==> config.mk <==
export PLATFORM = sky130hd
export DESIGN_NAME = mem_arbiter_flat
export DESIGN_NICKNAME = d
export VERILOG_FILES = /design/src/rtl/mem_arbiter_if.sv /design/src/rtl/mem_arbiter.sv /design/src/flat_wrapper.sv
export SDC_FILE = /design/constraint.sdc
export NUM_CORES = 1
export LEC_CHECK = 0
export ABC_AREA = 1
export ABC_CLOCK_PERIOD_IN_PS = 1300
export CAP_MARGIN = 40
export CORE_MARGIN = 1.5
export CORE_UTILIZATION = 31
export DETAILED_ROUTE_END_ITERATION = 7
export HOLD_SLACK_MARGIN = 0.12
export PLACE_DENSITY = 0.87
export SLEW_MARGIN = 5
export SYNTH_ARGS = -nofsm -noshare
export SYNTH_HDL_FRONTEND = slang
export SYNTH_SLANG_ARGS = --single-unit
==> constraint.sdc <==
create_clock -name clk -period 1.3 [get_ports clk]
set_input_delay 0.13 -clock clk [delete_from_list [all_inputs] [get_ports clk]]
set_output_delay 0.13 -clock clk [all_outputs]
set_load 0.03 [all_outputs]
==> src/rtl/mem_arbiter_if.sv <==
// mem_arbiter_if: CPU, debug and memory-side signals of the arbiter.
// slave = arbiter view, master = requester/memory side view.
interface mem_arbiter_if #(
   parameter int AW = 19,
   parameter int DW = 8
);
   logic          cpu_req;
   logic          cpu_we;
   logic [AW-1:0] cpu_ad;
   logic [DW-1:0] cpu_wd;
   logic          cpu_ack;
   logic [DW-1:0] cpu_rd;
   logic          cpu_halt;
   logic          dbg_req;
   logic          dbg_gnt;
   logic          dbg_we;
   logic [AW-1:0] dbg_ad;
   logic [DW-1:0] dbg_wd;
   logic [DW-1:0] dbg_rd;
   logic          mem_we;
   logic [AW-1:0] mem_ad;
   logic [DW-1:0] mem_wd;
   logic [DW-1:0] mem_rd;

   modport slave (
      input  cpu_req, cpu_we, cpu_ad, cpu_wd,
      input  dbg_req, dbg_we, dbg_ad, dbg_wd,
      input  mem_rd,
      output cpu_ack, cpu_rd, cpu_halt,
      output dbg_gnt, dbg_rd,
      output mem_we, mem_ad, mem_wd
   );

   modport master (
      output cpu_req, cpu_we, cpu_ad, cpu_wd,
      output dbg_req, dbg_we, dbg_ad, dbg_wd,
      output mem_rd,
      input  cpu_ack, cpu_rd, cpu_halt,
      input  dbg_gnt, dbg_rd,
      input  mem_we, mem_ad, mem_wd
   );
endinterface

==> src/rtl/mem_arbiter.sv <==
// mem_arbiter: shares one synchronous byte memory between CPU and debug.
// Debug owns the port per burst; a hold-off window protects pending CPU work.
module mem_arbiter #(
   parameter int AW      = 19,
   parameter int DW      = 8,
   parameter int CPU_MIN = 4
) (
   input logic          clk,
   input logic          rst,
   mem_arbiter_if.slave bus
);
   localparam int HW = (CPU_MIN > 0) ? $clog2(CPU_MIN + 1) : 1;

   typedef enum logic [2:0] {
      IDLE,
      C_ADDR,
      C_DATA,
      C_ACK,
      D_OWN,
      D_REL
   } state_t;

   state_t        state, state_n;
   logic [HW-1:0] holdoff, holdoff_n;
   logic          ack, ack_n;
   logic          halt, halt_n;
   logic          gnt, gnt_n;
   logic [DW-1:0] rd, rd_n;

   // state, hold-off counter and registered handshake outputs
   always_ff @(posedge clk or posedge rst) begin
      if (rst) begin
         state   <= IDLE;
         holdoff <= '0;
         ack     <= 1'b0;
         halt    <= 1'b0;
         gnt     <= 1'b0;
         rd      <= '0;
      end else begin
         state   <= state_n;
         holdoff <= holdoff_n;
         ack     <= ack_n;
         halt    <= halt_n;
         gnt     <= gnt_n;
         rd      <= rd_n;
      end
   end

   // next-state decisions and memory port mux decoded from state
   always_comb begin
      state_n    = state;
      holdoff_n  = (holdoff != '0) ? holdoff - 1'b1 : holdoff;
      ack_n      = 1'b0;
      halt_n     = halt;
      gnt_n      = gnt;
      rd_n       = rd;
      bus.mem_we = 1'b0;
      bus.mem_ad = {AW{1'b0}};
      bus.mem_wd = {DW{1'b0}};
      unique case (state)
         IDLE: begin
            if (bus.dbg_req && (holdoff == '0 || !bus.cpu_req)) begin
               state_n = D_OWN;
               gnt_n   = 1'b1;
               halt_n  = 1'b1;
            end else if (bus.cpu_req) begin
               state_n = C_ADDR;
            end
         end
         C_ADDR: begin
            bus.mem_ad = bus.cpu_ad;
            bus.mem_we = bus.cpu_we;
            bus.mem_wd = bus.cpu_wd;
            state_n    = C_DATA;
         end
         C_DATA: begin
            bus.mem_ad = bus.cpu_ad;
            rd_n       = bus.mem_rd;
            ack_n      = 1'b1;
            state_n    = C_ACK;
         end
         C_ACK: begin
            bus.mem_ad = bus.cpu_ad;
            state_n    = IDLE;
         end
         D_OWN: begin
            bus.mem_ad = bus.dbg_ad;
            bus.mem_we = bus.dbg_we;
            bus.mem_wd = bus.dbg_wd;
            if (!bus.dbg_req) begin
               state_n = D_REL;
            end
         end
         D_REL: begin
            gnt_n     = 1'b0;
            halt_n    = 1'b0;
            holdoff_n = HW'(CPU_MIN);
            state_n   = IDLE;
         end
         default: begin
            state_n = IDLE;
         end
      endcase
   end

   assign bus.cpu_ack  = ack;
   assign bus.cpu_rd   = rd;
   assign bus.cpu_halt = halt;
   assign bus.dbg_gnt  = gnt;
   assign bus.dbg_rd   = bus.mem_rd;
endmodule

==> src/flat_wrapper.sv <==
// flat-port wrapper written by rule: the top's interface ports become plain ports
module mem_arbiter_flat 
#(
   parameter int AW      = 19,
   parameter int DW      = 8,
   parameter int CPU_MIN = 4
)
  (clk, rst, bus_cpu_req, bus_cpu_we, bus_cpu_ad, bus_cpu_wd, bus_dbg_req, bus_dbg_we, bus_dbg_ad, bus_dbg_wd, bus_mem_rd, bus_cpu_ack, bus_cpu_rd, bus_cpu_halt, bus_dbg_gnt, bus_dbg_rd, bus_mem_we, bus_mem_ad, bus_mem_wd);
  mem_arbiter_if #(.AW(AW), .DW(DW)) bus_i ();
  input logic clk;
  input logic rst;
  input wire logic [$bits(bus_i.cpu_req)-1:0] bus_cpu_req;
  input wire logic [$bits(bus_i.cpu_we)-1:0] bus_cpu_we;
  input wire logic [$bits(bus_i.cpu_ad)-1:0] bus_cpu_ad;
  input wire logic [$bits(bus_i.cpu_wd)-1:0] bus_cpu_wd;
  input wire logic [$bits(bus_i.dbg_req)-1:0] bus_dbg_req;
  input wire logic [$bits(bus_i.dbg_we)-1:0] bus_dbg_we;
  input wire logic [$bits(bus_i.dbg_ad)-1:0] bus_dbg_ad;
  input wire logic [$bits(bus_i.dbg_wd)-1:0] bus_dbg_wd;
  input wire logic [$bits(bus_i.mem_rd)-1:0] bus_mem_rd;
  output wire logic [$bits(bus_i.cpu_ack)-1:0] bus_cpu_ack;
  output wire logic [$bits(bus_i.cpu_rd)-1:0] bus_cpu_rd;
  output wire logic [$bits(bus_i.cpu_halt)-1:0] bus_cpu_halt;
  output wire logic [$bits(bus_i.dbg_gnt)-1:0] bus_dbg_gnt;
  output wire logic [$bits(bus_i.dbg_rd)-1:0] bus_dbg_rd;
  output wire logic [$bits(bus_i.mem_we)-1:0] bus_mem_we;
  output wire logic [$bits(bus_i.mem_ad)-1:0] bus_mem_ad;
  output wire logic [$bits(bus_i.mem_wd)-1:0] bus_mem_wd;
  assign bus_i.cpu_req = bus_cpu_req;
  assign bus_i.cpu_we = bus_cpu_we;
  assign bus_i.cpu_ad = bus_cpu_ad;
  assign bus_i.cpu_wd = bus_cpu_wd;
  assign bus_i.dbg_req = bus_dbg_req;
  assign bus_i.dbg_we = bus_dbg_we;
  assign bus_i.dbg_ad = bus_dbg_ad;
  assign bus_i.dbg_wd = bus_dbg_wd;
  assign bus_i.mem_rd = bus_mem_rd;
  assign bus_cpu_ack = bus_i.cpu_ack;
  assign bus_cpu_rd = bus_i.cpu_rd;
  assign bus_cpu_halt = bus_i.cpu_halt;
  assign bus_dbg_gnt = bus_i.dbg_gnt;
  assign bus_dbg_rd = bus_i.dbg_rd;
  assign bus_mem_we = bus_i.mem_we;
  assign bus_mem_ad = bus_i.mem_ad;
  assign bus_mem_wd = bus_i.mem_wd;
  mem_arbiter #(.AW(AW), .DW(DW), .CPU_MIN(CPU_MIN)) u_core (.clk(clk), .rst(rst), .bus(bus_i));
endmodule
==> summary.md, run 1 <==
| Metric | Value |
|---|---|
| Register area | roughly 400 µm² |
| Die Y | around 66 µm |
| Final setup vio count | 28 |
| Mean Syn Cell Area | ~6.6 µm² |
| All-Layer GR Usage | 0.186 |
| Max Freq | between 600 and 700 MHz |
| CTS tree | done |
| Most common cell in the netlist | nand2_1 |
| Core Region | around 3700 µm² |
| Status | complete, but fails checks |
| Slew headroom | 0.782 |
| Die area | 4340 µm² |
| Worst Path Max Fanout | 8 |
| Slew Viols, Final | 0 |
| CP arrival | about 1400 ps |
| Simple-gate share of the synthesized area | 0.400 |
| Die width | 65.9 µm |
| Synth warnings | 0 |
| Clock transition at path regs | 60 ps |
| H-tree levels | 1 |
| Hold WC Path Type | input pin to asynchronous set/reset pin |
| Largest family of logic cells by synthesized area | simple AND/OR/NAND/NOR gates |
| Final Cycle Share | 1.19 |
| Multiplexer area fraction after synthesis | 0 |
| I/O Pins | approximately 120 |
| Setup WS post-layout | -248 ps |
| PortBufs | approximately 110 |
| Max-capacitance violation count | 0 |
| DP Cell Count | 336 |
| Multi-input gate area | 772 µm² |
| Synth Area in Compound Gates | 0.0724 |
| Syn Inst Count | between 150 and 200 |
| Initial DRT Pass Iterations | 4 |
| Routed WL | between 4 and 5 mm |
| Clk_lat worst skew | ~240 ps |
| Finished Layout Cells | between 300 and 400 |
| Cts bufs inserted | 3 |
| Yosys top cell area share | 0.327 |
| Final min period | between 1500 and 2000 ps |
| Clock root buffer | clkbuf_8 |
| Failing checks | setup timing |
| Worst path required time | ~1200 ps |
| Clock sink total | 16 |
| Area grow syn2layout | 118% |
| Largest net degree at the start of global routing | 23 |
| PD cells | ~2400 nW/µm² |
| Top_reg_cell synth | dfrtp_1 |
| Most frequent cells after synthesis | 52 x nand2_1, 50 x nand3_1, 16 x dfrtp_1, 16 x inv_1, 13 x o21ai_0 |
| Global placement routability congestion | a little under 0.7 |
| Critical path capture point type | output port |
| Share of cells above drive strength 1 | 0.322 |
| Dominant cells by area after synthesis | dfrtp_1 33%, nand3_1 20%, nand2_1 16% |
| Leakage | 1.29 nW |
| CTS max path bufs | 2 |
| Rows | 22 |
| First-pass GRT wire length | approximately 6.5 mm |
| Initial core utilization | 0.330 |
| Skew final | approximately 2.3 ps |
| DR iter-0 viols | 71 |
| Initial antenna violation count | 0 |
| Antenna-violating nets left | 0 |
| Ant. Diodes | 0 |
| Max VDD drop | between 1000 and 1500 µV |
| Syn Nets | 255 |
| Nets | between 300 and 400 |
| Total global routing overflow | 0 |
| Startpoint types | flop |
| Critical Setup Path Class | flop to output port |
| Setup tns final | -5810 ps |
| Xor/xnor share of the synthesized area | 0.00714 |
| Number of global-route vias before repair | approximately 1500 |
| Asr flop ratio synth | 1.00 |
| Final hold vios | 0 |
| Filler cell count | between 200 and 300 |
| Area leader, netlist | dfrtp_1 |
| Via count | 1675 |
| Number of synthesized flops with an enable pin | 0 |
| Vias per cell | between 4 and 5 |
| Library cells used by synthesis | 20 |
| RSZ-0062 raised after global routing | yes |
| Sequential cell area fraction in the yosys report | 0.327 |
| Post-synth design cell area | 1230 µm² |
| Wire length per cell | between 10 and 15 µm |
| Flops & latches, synth | 16 |
| HPWL after DPL | around 3.3 mm |
| Least-Margin Pin Slew | between 300 and 400 ps |
| DRC | 0 |
| Adder-Cell Fraction of Synth Area | 0.0204 |
| Post-CTS Hold Buffers | 0 |
-- critical path, stage by stage (launching register included) --
cell	delay (ps)
dfrtp_1	440
nor2_4	130
buf_12	140
clkbuf_16	140
nand3_1	90
nand2_1	100
buf_6	130
-- flip-flops by register name (all words and copies together) (netlist names) --
name / cells
u_core.bus.cpu_ack: 1
u_core.bus.cpu_halt: 1
u_core.bus.cpu_rd: 8
u_core.holdoff: 3
u_core.state: 3
-- area by class of cell --
class,instances,share of cell area
multi-input combinational,129,0.289
timing repair buffer,129,0.487
clock buffer,4,0.0206
tap,48,0.0225
inverter,20,0.0300
sequential,16,0.150
-- path summary, 6_finish.rpt --
kind	startpoint	to	slack, ps	cells past startpoint
min in group clk	bus_mem_rd[1]	u_core.bus.cpu_rd[1]	450	3
max in group asynchronous	rst	u_core.state[0]	930	3
worst max register to register	u_core.state[0]	u_core.bus.cpu_rd[2]	10	7
worst min register to register	u_core.holdoff[0]	u_core.holdoff[0]	460	1
worst min-delay path	rst	u_core.bus.cpu_rd[3]	180	3
worst max-delay path	u_core.state[1]	bus_mem_ad[3]	-250	6
-- what timing repair did --
item                       in CTS  in global routing
pin swaps                       0                 18
cloned                          0                  3
gates resized for setup        34                 39
setup buffers                   1                  2
setup endpoints to repair      39                 37
-- per-stage QoR --
step / worst slack (ps) / hold WS (ps) / power (mW) / utilization / instance area (µm²)
2_1_floorplan: -44.6 / 43.7 / 3.53 / - / 1230
3_3_place_gp: 34.2 / 448 / 4.96 / 0.614 / 2280
3_5_place_dp: -17.2 / 454 / 5.02 / 0.614 / 2280
4_1_cts: -197 / 186 / 5.66 / 0.652 / 2420
5_1_grt: -297 / 227 / 6.75 / 0.718 / 2670
6_report: -248 / 180 / 6.36 / 0.718 / 2670
-- cells in the final DEF (no fill, tap or decap), types with 2 or more instances in the layout --
cell	instances
buf_4	24
clkbuf_16	2
clkdlybuf4s50_1	67
a21oi_1	3
nand2_1	44
o21ai_0	4
dlygate4sd2_1	11
inv_4	2
o21ai_1	7
dfrtp_1	15
buf_12	2
inv_1	16
nand2_2	8
inv_2	2
nand3_1	30
nand3_2	20
o21ai_2	2
clkbuf_8	4
buf_6	22
ha_1	2
-- where the power goes --
part	switching, mW	internal (mW)
Clock	0.157	0.268
Sequential	0.163	0.755
Combinational	2.93	2.08
Total	3.25	3.10
-- logic make-up after synthesis --
family | after synthesis
simple gates | 109
xor+xnor | 1
fa+ha+maj | 2
flops | 16
buf+inv | 40
compound gates | 17
-- routing by layer --
layer	vias up	global-route usage	routed length (µm)
met2	83	0.354	2560
met1	767	0.201	1900
met4	0	0.0443	32
li1	821	-	-
met3	4	0.0528	484
met5	-	0	0
Power figures use the tool's default switching activity.
==> run 2, diff against run 1 <==
--- a/config.mk
+++ b/config.mk
@@ -6,13 +6,13 @@
 export NUM_CORES = 1
 export LEC_CHECK = 0
 export ABC_AREA = 1
-export ABC_CLOCK_PERIOD_IN_PS = 1300
+export ABC_CLOCK_PERIOD_IN_PS = 1250
 export CAP_MARGIN = 40
 export CORE_MARGIN = 1.5
-export CORE_UTILIZATION = 31
+export CORE_UTILIZATION = 28
 export DETAILED_ROUTE_END_ITERATION = 7
 export HOLD_SLACK_MARGIN = 0.12
-export PLACE_DENSITY = 0.87
+export PLACE_DENSITY = 0.83
 export SLEW_MARGIN = 5
 export SYNTH_ARGS = -nofsm -noshare
 export SYNTH_HDL_FRONTEND = slang
==> constraint.sdc (replaced) <==
create_clock -name clk -period 1.25 [get_ports clk]
set_input_delay 0.125 -clock clk [delete_from_list [all_inputs] [get_ports clk]]
set_output_delay 0.125 -clock clk [all_outputs]
set_load 0.03 [all_outputs]
==> run 2 against run 1 <==
  * Design area fell by 6.1%
  * Clock-buffer cell count down 1
  * Final cell count rose by 1.4%
  * Total power shrank 2.8%
  * Clock skew fell by 1.3 ps
  * Via count fell by 0.48%
  * Critical path type unchanged
  * Global-route usage down 0.43 points
  * Sequential share of layout area up 0.98 points
  * Clock power fell by 13%
  * Critical endpoint is now bus_mem_wd[4]
  * The run still ends with setup timing left
  * Register-to-register slack worse by 20 ps
  * Critical path depth is 1 lower
  * Flip-flop and latch count unchanged
==> summary.md, run 2 (synthesis gave the netlist of run 1 again) <==
| Metric | Value |
|---|---|
| Critical Setup Path Class | flop to output port (unchanged) |
| DP Area | 2320 µm² (was 2280 µm²) |
| Crit-path leading delay family | flip-flops (unchanged) |
| Via count | 1667 (was 1675) |
| Rows | 23 (was 22) |
| Final Cycle Share | 1.17 |
| Global routing usage on met2 | 0.317 (was 0.354) |
| Least-Margin Pin Slew | 321 ps (was 328 ps) |
| PortBufs | 114 (unchanged) |
| Cts bufs inserted | 3 (unchanged) |
| Startpoint types | flop (unchanged) |
| CTS tree | done (unchanged) |
| Clk_lat worst skew | 240 ps (about the same) |
| HPWL after DPL | 3.30 mm (was 3.26 mm) |
| Die area | 4790 µm² (was 4340 µm²) |
| H-tree levels | 1 (unchanged) |
| Share of cells above drive strength 1 | 0.236 (was 0.322) |
| Routed WL | 4.56 mm (was 4.98 mm) |
| Ant. Diodes | 0 (unchanged) |
| Worst path required time | 1120 ps (was 1170 ps) |
| Slew headroom | 0.787 (was 0.782) |
| Failing checks | setup timing (unchanged) |
| Met3 Use GR | 0.0552 (was 0.0528) |
| I/O Pins | 115 (unchanged) |
| Multi-input gate area | 647 µm² (was 772 µm²) |
| Final setup vio count | 29 (was 28) |
| Slew Viols, Final | 0 (unchanged) |
| Most used routing layer | met2 (unchanged) |
| Commonest non-fill, non-tap cells in the layout | 67 x clkdlybuf4s50_1, 50 x nand2_1, 50 x nand3_1, 32 x buf_4, 19 x buf_6 (was 67 x clkdlybuf4s50_1, 44 x nand2_1, 30 x nand3_1, 24 x buf_4, 22 x buf_6) |
| Met1 usage | 0.209 (was 0.201) |
| Pwr Total | 6.18 mW (was 6.36 mW) |
| Total global routing overflow | 0 (unchanged) |
| Max Freq | between 600 and 700 MHz |
| CTS max path bufs | 2 (unchanged) |
| DR iter-0 viols | 75 (was 71) |
| Clock root buffer | clkbuf_8 (unchanged) |
| Number of global-route vias before repair | 1623 (was 1517) |
| Die width | 69.2 µm (was 65.9 µm) |
| Die Y | 69.2 µm (was 65.9 µm) |
| Wire length per cell | 13.0 µm (was 14.4 µm) |
| Worst Path Max Fanout | 15 (was 8) |
| Max-capacitance violation count | 0 (unchanged) |
| Finished Layout Cells | 351 (was 346) |
| Max reg flops | 8 (unchanged) |
| CP cell instances | nor2_4, buf_12, nand3_1, o21ai_1, buf_4 (was nor2_4, buf_12, clkbuf_16, nand3_1, nand2_1, buf_6) |
| First-pass GRT wire length | 7.36 mm (was 6.49 mm) |
| Skew final | 1.03 ps (was 2.30 ps) |
| Register area | 402 µm² (unchanged) |
| Core Region | 4120 µm² (was 3720 µm²) |
| WP buf/inv | 2 (was 3) |
| Final hold vios | 0 (unchanged) |
| Critical path capture point type | output port (unchanged) |
| DRC | 0 (unchanged) |
| Clock transition at path regs | 60 ps (about the same) |
| Post-route cell area | 2510 µm² (was 2670 µm²) |
| Initial antenna violation count | 0 (unchanged) |
| Crit-path slowest cell | dfrtp_2 (was dfrtp_1) |
| CP arrival | 1340 ps (was 1420 ps) |
| RSZ-0062 raised after global routing | yes (unchanged) |
| Global placement routability congestion | 0.805 (was 0.678) |
| Setup WS pre-CTS | -10.1 ps (was -17.2 ps) |
| Setup WS post-layout | -217 ps (was -248 ps) |
| Largest net degree at the start of global routing | 29 (was 23) |
| Leakage | 1.27 nW (was 1.29 nW) |
| Initial core utilization | 0.298 (was 0.330) |
| Setup tns final | -4600 ps (was -5810 ps) |
| Area grow syn2layout | 104% (was 118%) |
| Status | complete, but fails checks (unchanged) |
| PD cells | 2470 nW/µm² (was 2380 nW/µm²) |
| Initial DRT Pass Iterations | 4 (unchanged) |
| DP Cell Count | 341 (was 336) |
| Commonest non-fill, non-tap cell in the layout | clkdlybuf4s50_1 (unchanged) |
| Max VDD drop | 1080 µV (was 1160 µV) |
| Antenna-violating nets left | 0 (unchanged) |
| Critical Path Max Stage Delay | 440 ps (about the same) |
| Nets | 373 (was 369) |
| Hold WC Path Type | input pin to asynchronous set/reset pin (unchanged) |
| Filler cell count | 371 (was 271) |
| Vias per cell | 4.75 (was 4.84) |
| Final min period | approximately 1500 ps |
| Clock sink total | 16 (unchanged) |
| All-Layer GR Usage | 0.182 (was 0.186) |
[run 2: changes by cell type in the layout (fill, tap and decap cells not counted), moves of 2 or more]
cell / delta
buf_4: +8
buf_6: -3
clkbuf_16: -2
nand2_1: +6
nand2_2: -4
nand3_1: +20
nand3_2: -20
o21ai_1: +2
o21ai_2: -2
[run 2: per-layer routing]
| metal | vias up | wire length [µm] |
|---|---|---|
| met5 | - | 0 |
| met4 | 0 | 114 |
| met3 | 12 | 447 |
| met2 | 95 | 2280 |
| met1 | 735 | 1720 |
| li1 | 825 | - |
[run 2: worst min-delay path: cells and delay by family]
family   cells  cell delay [ps]
buf+inv      3              670
[run 2: cell type report]
cell class | count | share of cell area
Clock buffer | 3 | 0.0165
Sequential cell | 16 | 0.160
Multi-Input combinational cell | 130 | 0.258
Inverter | 20 | 0.0310
Timing Repair Buffer | 132 | 0.509
Tap cell | 50 | 0.0250
[run 2: report_power, final]
| group | switching (mW) | internal (mW) |
|---|---|---|
| Clock | 0.156 | 0.213 |
| Combinational | 2.86 | 2.00 |
| Sequential | 0.166 | 0.785 |
[run 2: worst paths after layout]
kind,startpoint,to,slack [ps],depth (start not counted)
max,u_core.state[0],bus_mem_wd[4],-220,5
min,rst,u_core.bus.cpu_rd[5],190,3
max reg2reg,u_core.state[0],u_core.state[0],-10,7
min reg2reg,u_core.bus.cpu_rd[2],u_core.bus.cpu_rd[2],480,2
max in group asynchronous,rst,u_core.state[0],870,3
min in group clk,bus_mem_rd[1],u_core.bus.cpu_rd[1],450,3
[run 2: through the flow]
step | utilization | hold WS (ps)
2_1_floorplan | - | 38.7
3_3_place_gp | 0.564 | 445
3_5_place_dp | 0.564 | 458
4_1_cts | 0.597 | 192
5_1_grt | 0.609 | 216
6_report | 0.609 | 188
[run 2: repair_timing]
item | CTS | global route
endpoints found under the setup margin | 39 | 40
gates resized for setup | 34 | 5
hold buffers | 0 | 0
pin swaps | 0 | 3
gates cloned | 0 | 1
buffers inserted | 3 | 3
==> run 3, diff against run 2 <==
--- a/config.mk
+++ b/config.mk
@@ -8,11 +8,10 @@
 export ABC_AREA = 1
 export ABC_CLOCK_PERIOD_IN_PS = 1250
 export CAP_MARGIN = 40
-export CORE_MARGIN = 1.5
 export CORE_UTILIZATION = 28
 export DETAILED_ROUTE_END_ITERATION = 7
 export HOLD_SLACK_MARGIN = 0.12
-export PLACE_DENSITY = 0.83
+export PLACE_DENSITY_LB_ADDON = 0.2
 export SLEW_MARGIN = 5
 export SYNTH_ARGS = -nofsm -noshare
 export SYNTH_HDL_FRONTEND = slang
==> run 3 against run 2 <==
  * The flow still finishes with violations (setup timing)
  * First-iteration DRC count down 37%
  * Fmax fell by 1.2%
  * Critical path type unchanged
  * Register-to-register slack improved by 110 ps
  * Clock power is 1% higher
==> summary.md, run 3 (synthesis gave the netlist of run 1 again) <==
| Metric | Value |
|---|---|
| Final setup vio count | 28 (was 29) |
| Worst path required time | 1120 ps (about the same) |
| Commonest non-fill, non-tap cells in the layout | 67 x clkdlybuf4s50_1, 51 x nand2_1, 50 x nand3_1, 26 x buf_4, 20 x buf_6 (was 67 x clkdlybuf4s50_1, 50 x nand2_1, 50 x nand3_1, 32 x buf_4, 19 x buf_6) |
| Startpoint types | flop (unchanged) |
| Least-Margin Pin Slew | 327 ps (was 321 ps) |
| H-tree levels | 1 (unchanged) |
| RSZ-0062 raised after global routing | yes (unchanged) |
| CP arrival | 1360 ps (was 1340 ps) |
| Wire length per cell | 12.0 µm (was 13.0 µm) |
| Via count | 1590 (was 1667) |
| Nets | 366 (was 373) |
| CTS max path bufs | 2 (unchanged) |
| CP cell instances | nor2_4, buf_12, nand3_1, o21ai_1, buf_4 (unchanged) |
| Max-capacitance violation count | 0 (unchanged) |
| Crit-path slowest cell | dfrtp_2 (unchanged) |
| All-Layer GR Usage | 0.166 (was 0.182) |
| Crit-path leading delay family | flip-flops (unchanged) |
| Die area | 4650 µm² (was 4790 µm²) |
| DR iter-0 viols | 47 (was 75) |
| Antenna-violating nets left | 0 (unchanged) |
| Skew final | 2.99 ps (was 1.03 ps) |
| Clock sink total | 16 (unchanged) |
| CTS tree | done (unchanged) |
| Core Region | 4120 µm² (unchanged) |
| Origin of the worst setup path | u_core.state[0] (unchanged) |
| Largest net degree at the start of global routing | 31 (was 29) |
| DRC | 0 (unchanged) |
| Commonest non-fill, non-tap cell in the layout | clkdlybuf4s50_1 (unchanged) |
| Slew headroom | 0.783 (was 0.787) |
| Critical Setup Path Class | flop to output port (unchanged) |
| Routed WL | 4.12 mm (was 4.56 mm) |
| Post-CTS Hold Buffers | 0 (unchanged) |
| PD cells | 2410 nW/µm² (was 2470 nW/µm²) |
| Die Y | 68.2 µm (was 69.2 µm) |
| PortBufs | 114 (unchanged) |
| Initial DRT Pass Iterations | 4 (unchanged) |
| Filler cell count | 406 (was 371) |
| Final Util | 0.593 (was 0.609) |
| Setup WS post-layout | -234 ps (was -217 ps) |
| Initial core utilization | 0.298 (unchanged) |
| I/O Pins | 115 (unchanged) |
| Die width | 68.2 µm (was 69.2 µm) |
| Worst flop-to-flop path startpoint | u_core.holdoff[0] (was u_core.state[0]) |
| WP buf/inv | 2 (unchanged) |
| First-pass GRT wire length | 5.81 mm (was 7.36 mm) |
| Global placement routability congestion | 0.705 (was 0.805) |
| Hold WC Path Type | input pin to asynchronous set/reset pin (unchanged) |
| Max Freq | 674 MHz (was 682 MHz) |
| Max VDD drop | 1360 µV (was 1080 µV) |
| Slew Viols, Final | 0 (unchanged) |
| Failing checks | setup timing (unchanged) |
| Share of cells above drive strength 1 | 0.218 (was 0.236) |
| Hold Slack | 175 ps (was 188 ps) |
| Clock transition at path regs | 60 ps (about the same) |
| Total global routing overflow | 0 (unchanged) |
| Vias per cell | 4.62 (was 4.75) |
| HPWL after DPL | 3.19 mm (was 3.30 mm) |
| Setup WS pre-CTS | 6.59 ps (was -10.1 ps) |
| Leakage | 1.24 nW (was 1.27 nW) |
| Final Cycle Share | 1.19 (was 1.17) |
| Critical Path Max Stage Delay | 460 ps (was 440 ps) |
| Ant. Diodes | 0 (unchanged) |
| Final hold vios | 0 (unchanged) |
| Rows | 23 (unchanged) |
| Initial antenna violation count | 0 (unchanged) |
| Cts bufs inserted | 3 (unchanged) |
| Clk_lat worst skew | 250 ps (was 240 ps) |
| Status | complete, but fails checks (unchanged) |
| Clock root buffer | clkbuf_8 (unchanged) |
| Area grow syn2layout | 98.9% (was 104%) |
| Number of global-route vias before repair | 1272 (was 1623) |
| Final min period | 1480 ps (was 1470 ps) |
| Critical path capture point type | output port (unchanged) |
| Worst Path Max Fanout | 30 (was 15) |
| Max reg flops | 8 (unchanged) |
-- run 3: timing repair --
action,4_1_cts,5_1_grt
gates resized for setup,32,4
pin swaps,0,1
buffers inserted,0,2
setup endpoints to repair,39,37
-- run 3: report_power, final --
group	internal [mW]	switching, mW
Sequential	0.785	0.172
Clock	0.213	0.160
Combinational	1.83	2.71
Total	2.82	3.04
-- run 3: stage by stage --
| stage | setup TNS, ps | instance area, µm² | cells | power (mW) |
|---|---|---|---|---|
| 2_1_floorplan | -806 | 1230 | 185 | 3.67 |
| 3_3_place_gp | 0 | 2300 | 339 | 5.28 |
| 3_5_place_dp | 0 | 2300 | 339 | 5.30 |
| 4_1_cts | -5440 | 2410 | 342 | 5.83 |
| 5_1_grt | -7600 | 2440 | 344 | 6.35 |
| 6_report | -5600 | 2440 | 344 | 5.87 |
-- run 3: path summary, 6_finish.rpt --
check | slack, ps | depth (start not counted) | to
max | -230 | 5 | bus_mem_we
max reg2reg | 100 | 6 | u_core.holdoff[0]
max in group asynchronous | 880 | 3 | u_core.state[0]
min in group clk | 440 | 3 | u_core.bus.cpu_rd[4]
min | 170 | 3 | u_core.bus.cpu_halt
min reg2reg | 460 | 1 | u_core.holdoff[0]
-- run 3: worst reg2reg max path, cell delays in order (launching register included) --
cell,delay (ps)
dfrtp_1,390
inv_1,80
ha_1,160
nand2_2,70
buf_4,140
o21ai_0,140
a21oi_1,50
-- run 3: final cells by class --
| type | instances | area (µm²) | area share |
|---|---|---|---|
| repair buffers | 126 | 1230 | 0.503 |
| multi-input cells | 129 | 628 | 0.258 |
| flip-flops and latches | 16 | 402 | 0.165 |
| inverters | 20 | 77.6 | 0.0318 |
| well taps | 50 | 62.6 | 0.0257 |
| clock buffers | 3 | 41.3 | 0.0169 |
-- run 3: per-layer routing --
layer  track usage  vias up  share of wire
met1         0.189      695           0.37
li1              -      813              -
met4        0.0547        0         0.0099
met2         0.284       77           0.48
met5             0        -              0
met3        0.0617        5           0.14
